**config.mk**
```make
export PLATFORM = sky130hd
export DESIGN_NAME = data_memory_bank
export DESIGN_NICKNAME = d
export VERILOG_FILES = /design/src/rtl/data_memory_bank.sv
export SDC_FILE = /design/constraint.sdc
export NUM_CORES = 2
export LEC_CHECK = 0
export ABC_AREA = 1
export BUFFER_PORTS_ARGS = -buffer_cell sky130_fd_sc_hd__buf_2
export CORE_AREA = 4 4 675 677
export CTS_CLUSTER_DIAMETER = 150
export CTS_CLUSTER_SIZE = 25
export DETAILED_ROUTE_END_ITERATION = 6
export DIE_AREA = 0 0 679 681
export SLEW_MARGIN = 20
export SYNTH_ARGS = -nofsm -noshare
export SYNTH_HDL_FRONTEND = slang
export SYNTH_SLANG_ARGS = --single-unit
```
**constraint.sdc**
```tcl
create_clock -name clock -period 4.1 [get_ports clock]
set_input_delay 1.025 -clock clock [delete_from_list [all_inputs] [get_ports clock]]
set_output_delay 1.025 -clock clock [all_outputs]
set_load 0.005 [all_outputs]
```
**src/rtl/data_memory_bank.sv**
```systemverilog
// data_memory_bank: single-port synchronous data memory for the CPU data path.
// Configurable width/depth, per-byte write enables, request/ready handshake and
// a registered read-valid strobe with one cycle of read latency.
// Optional build macro DMEM_INIT_CLEAR_EN: after every reset the whole array is
// swept to zero before d_ready asserts. Without it the block is ready on the
// first edge after reset and unwritten words are undefined.
module data_memory_bank #(
  parameter int DATA_W = 16,
  parameter int ADDR_W = 8
) (
  input  logic                  clock,
  input  logic                  reset_n,
  input  logic                  d_req,
  input  logic                  d_we,
  input  logic [DATA_W/8-1:0]   d_be,
  input  logic [ADDR_W-1:0]     d_addr,
  input  logic [DATA_W-1:0]     d_datain,
  output logic                  d_ready,
  output logic [DATA_W-1:0]     d_dataout,
  output logic                  d_rvalid
);

  localparam int BE_W  = DATA_W / 8;
  localparam int DEPTH = 2 ** ADDR_W;

  logic [DATA_W-1:0] mem [DEPTH];

  logic              acc_p0;
  logic              wr_p0;
  logic              rd_p0;
  logic [DATA_W-1:0] rd_data_p1;
  logic              vld_p1;

`ifdef DMEM_INIT_CLEAR_EN
  typedef enum logic {
    ST_CLEAR = 1'b0,
    ST_RUN   = 1'b1
  } state_t;

  state_t            state;
  state_t            state_nxt;
  logic [ADDR_W-1:0] clr_cnt;
  logic              clr_we;

  // State register: every reset restarts the sweep from the beginning.
  always_ff @(posedge clock) begin
    if (!reset_n) state <= ST_CLEAR;
    else          state <= state_nxt;
  end

  // Next state: leave CLEAR once the last address has been zeroed.
  always_comb begin
    state_nxt = state;
    clr_we    = 1'b0;
    case (state)
      ST_CLEAR: begin
        clr_we = 1'b1;
        if (&clr_cnt) state_nxt = ST_RUN;
      end
      ST_RUN:   state_nxt = ST_RUN;
      default:  state_nxt = ST_CLEAR;
    endcase
  end

  // Sweep address counter, restarted from zero by reset.
  always_ff @(posedge clock) begin
    if (!reset_n)    clr_cnt <= '0;
    else if (clr_we) clr_cnt <= clr_cnt + 1'b1;
  end
`else
  typedef enum logic {
    ST_RUN = 1'b1
  } state_t;

  state_t state;
  state_t state_nxt;

  // State register: without the sweep the block is always serving requests.
  always_ff @(posedge clock) begin
    if (!reset_n) state <= ST_RUN;
    else          state <= state_nxt;
  end

  // Next state: RUN is the only state.
  always_comb begin
    state_nxt = ST_RUN;
  end
`endif

  assign d_ready = (state == ST_RUN);

  // Request acceptance; nothing is performed on a reset edge.
  always_comb begin
    acc_p0 = reset_n & d_req & d_ready;
    wr_p0  = acc_p0 & d_we;
    rd_p0  = acc_p0 & ~d_we;
  end

  // Array write port: sweep zeroing or byte-masked CPU store (never both).
  always_ff @(posedge clock) begin
    if (reset_n) begin
`ifdef DMEM_INIT_CLEAR_EN
      if (clr_we) mem[clr_cnt] <= '0;
`endif
      if (wr_p0) begin
        for (int i = 0; i < BE_W; i++) begin
          if (d_be[i]) mem[d_addr][8*i +: 8] <= d_datain[8*i +: 8];
        end
      end
    end
  end

  // ---- stage p0 -> p1: registered read data and its valid strobe ----
  always_ff @(posedge clock) begin
    if (!reset_n) begin
      vld_p1     <= 1'b0;
      rd_data_p1 <= '0;
    end else begin
      vld_p1 <= rd_p0;
      if (rd_p0) rd_data_p1 <= mem[d_addr];
    end
  end

  assign d_dataout = rd_data_p1;
  assign d_rvalid  = vld_p1;

endmodule

```
== After elaboration in Yosys (flattened, before gate mapping) ==
Memories as Yosys holds them, arrays and structs flattened. A register that Yosys moved wholly into a read port is not among the register bits.
Index checks and enable logic that the tools add are counted.
Word-level totals
  word-level logic and storage cells: 15
  memories: 1
  input port bits: 30
  memory bits (writable): 4096
  register bits: 1
Memories
  mem: words 256, width 16, read ports 1, clocked after memory_dff 1, write ports 1, line 26  | logic [DATA_W-1:0] mem [DEPTH];
Operators by class
  multiplexer cells: 8
  bitwise gates (word level): 4
  reductions and logical operators: 1
Operators with widths (count)
  two-way mux 1 bit: 8
  AND 1 bit: 3
  logical NOT 1 bit: 1
  NOT 1 bit: 1

== Logic depth before layout (Yosys ltp) ==
  depth in word-level cells: 5
  gate-level depth with buffers: 18

== Worst setup path before layout ==
No wires, ideal clock.
  path kind: input to register
  start: input port d_addr[1]
  end: memory mem[101][0], enable pin
  stages on the path: 7
  data arrival time: 2.839 ns
  path buffers: 4
  library setup time: 0.383 ns
  setup slack: 0.877 ns
  required time: 3.717 ns
  cells stage by stage: buf_4 > nor2_4 > buf_2 > buf_1 > nand2_1 > buf_1 > nor3_1
RTL lines
  start, declared: line 16  | input logic [ADDR_W-1:0] d_addr,
  end, declared: line 26
Straight into the memory's write port.

==> results.cfg <==
[final_layout]
area_delta_synth_final_pct = 12.51
drive_gt1_share_pct = 9.627
final_nets = 15240
instances_no_fill = 21253
multiInputGateArea_sq_mm = 0.03895
regArea_sq_mm = 0.1233
fillers = 41872

[worst_setup_path]
startpoint_type = primary input
worst-setup-path-type = in -> reg
endpoint_kind = flip-flop
required_ns = 4.93
worstReg2RegStart = mem[59][9]
crit_arrival_ns = 4.27
critPathMaxFanout = 37
r2r_slack_ns = 1.48
r2r_end = d_dataout[9]
rr_worst_depth = 12

[drt]
drc = 0
vias_per_cell = 5.194
first_pass_iters = 6
avgRoutedWirePerCell_um = 23.48
wl_mm = 499.0
ant_nets = 0
via_count = 110379
drtIter0Drc = 12934

[synthesis]
synth_cell_types = 21
syn-num-nets = 14677
ys_warn_count = 0
syn_inst = 14647
synth-seq-cells = 4113
avgSynthCellArea_sq_um = 11.32
synthesis.area_sq_mm = 0.1658
yosysSeqAreaShare_pct = 74.38

[die]
rows = 246
die-area_sq_mm = 0.4624
io_pins = 48
core_sq_mm = 0.4488
initial_utilization_pct = 36.95
die_w_um = 679
die_h_um = 681

[global_route]
grt_max_degree = 117
grt_pass1_vias = 104566
antenna_found_initial = 31
grt_usage_pct = 21.06
grt_pass1_wl_mm = 725.9
grt_overflow = 0

[sta]
rsz0062_at_grt = false
fin_crit_sh_pct = 83.96
worst_pin_slew_ns = 1.015
period_minus_slack_ns = 3.442
skew_ns = 0.05906
slew_viol_final = 0
setup-tns-final_ns = 0
fmax_mhz = 290.5
finalHoldViolCount = 0
maxSlewHeadroom_pct = 32.35
setup_violations = 0

[clock_tree]
clk_pin_slew_ns = 0.10
tritoncts = built
root_buffer = clkbuf_16
cts_buffers = 186
ctsHtreeMaxLevel = 4
cts_resized = 0
clk_latency_ns = 0.97
ctsLongestPathBuffers = 4
post_cts_buffers = 0
hold_buffers = 0
cts.sinks = 4113

[pwr]
power.density_mw_per_mm2 = 392.2
power.leakage_nw = 69.04
irDropWorstVdd_mv = 0.3225

[run_status]
status = complete, no violations

[min_path]
hp-start = d_datain[9]
whs_endpoint = mem[31][9]
hold_depth = 1
hp-class = in -> reg

[job]
drv_cap = 0

[place]
dp_hpwl_mm = 310.1
dp.cells = 20974
port_buffers = 46
gp_congestion = 0.8562
worst max-delay path by stage:
stage | startpoint | to | slack, ns | depth (start not counted)
floorplan | d_addr[1] | mem[101][0] | 0.88 | 7
global placement | d_addr[0] | d_dataout[9] | -0.16 | 17
detailed placement | d_addr[0] | d_dataout[9] | -0.14 | 17
CTS | d_addr[0] | d_dataout[9] | 0.90 | 17
global route | d_addr[0] | d_dataout[9] | 0.76 | 17
finish | d_addr[0] | d_dataout[9] | 0.66 | 17
cell usage after synthesis:
master,instances,area [sq um]
a21oi_1,264,1321
a22oi_1,36,270.3
buf_1,47,176.4
buf_2,312,1562
buf_4,6,45.04
clkbuf_1,491,1843
clkinv_1,4,15.01
conb_1,1,3.750
dfxtp_1,17,340.3
edfxtp_1,4096,123000
inv_1,22,82.58
inv_2,4,15.01
nand2_1,7423,27860
nand3_1,240,1201
nand4_1,296,1852
nor2_1,582,2185
nor2_2,3,18.77
nor2_4,2,22.52
nor3_1,512,2562
o21ai_0,258,1291
o21ai_1,31,155.2
critical path, stage by stage:
cell and delay [ns]:
buf_8 0.14, nand2_1 0.22, inv_8 0.14, buf_12 0.23, buf_4 0.25, nand2_1 0.07, nand2_1 0.05, o21ai_0 0.32
nand2_1 0.14, o21ai_0 0.63, nand2_1 0.12, nor2_1 0.25, nand2_1 0.20, inv_1 0.15, nand2_1 0.06, nor2_1 0.09
nor2_1 0.04
kinds of logic after synthesis:
| logic type | count (synthesis) | share of synthesized area [%] |
|---|---|---|
| AO/OA/AOI/OAI | 589 | 1.832 |
| buffers and inverters | 886 | 2.255 |
| flip-flops | 4113 | 74.38 |
| other | 1 | 0.002261 |
| AND/OR/NAND/NOR | 9058 | 21.53 |
placed cells by master, fill, tap and decap left out, types with 2 or more instances in the layout:
cell,instances
edfxtp_1,4096
inv_1,21
nand2_4,18
clkinv_1,3
inv_8,4
clkinv_8,4
nor2_2,2
buf_4,1011
dfxtp_1,17
a22oi_1,36
nor2_1,575
o21ai_1,31
a21oi_1,264
nand4_1,296
clkbuf_1,69
nor3_1,512
buf_8,18
nor2_4,10
clkbuf_16,190
o21ai_0,258
nand3_1,240
buf_12,174
diode_2,11
inv_6,2
nand2_2,6
buf_2,28
nand2_1,7399
state kept, by name, summed over array words and instances (netlist names):
register	cells
d_rvalid	1
d_dataout	16
mem	4096
layer usage:
layer	up-vias	track usage [%]	part of all wire, %
met5	-	0	0.016
met4	12	6.225	3.2
met3	673	3.248	8.6
met2	4580	33.94	46
met1	54521	29.49	42
li1	50593	-	-
report_power, final:
part           total (mW)  internal, mW  switching [mW]  leakage, nW
clock                21.6          8.69            12.9         2.49
sequential           46.2          46.2          0.0558         36.9
combinational        5.36          1.34            4.02         29.6
area by class of cell:
class | count | area share [%]
Timing Repair Buffer | 1231 | 6.155
Clock buffer | 259 | 2.687
Multi-Input combinational cell | 9648 | 20.88
Sequential cell | 4113 | 66.11
Inverter | 30 | 0.07712
Tap cell | 5952 | 3.992
Clock inverter | 9 | 0.08718
Antenna cell | 11 | 0.01475
stage by stage:
stage                     utilization [%]  setup slack, ns  instance area (sq um)  power, mW  hold WS (ns)
final                               41.57           0.6578                 186600      73.17        0.4217
after global routing                41.57           0.7583                 186600      75.38        0.3764
after CTS                           41.57           0.9009                 186500      73.45        0.3484
after detailed placement            40.41          -0.1350                 181400      52.51        0.6520
after global placement              40.41          -0.1647                 181400      52.49        0.6515
after floorplan                         -           0.8774                 165800      49.55        0.4980
No activity file was read; power rests on OpenSTA's default activity.
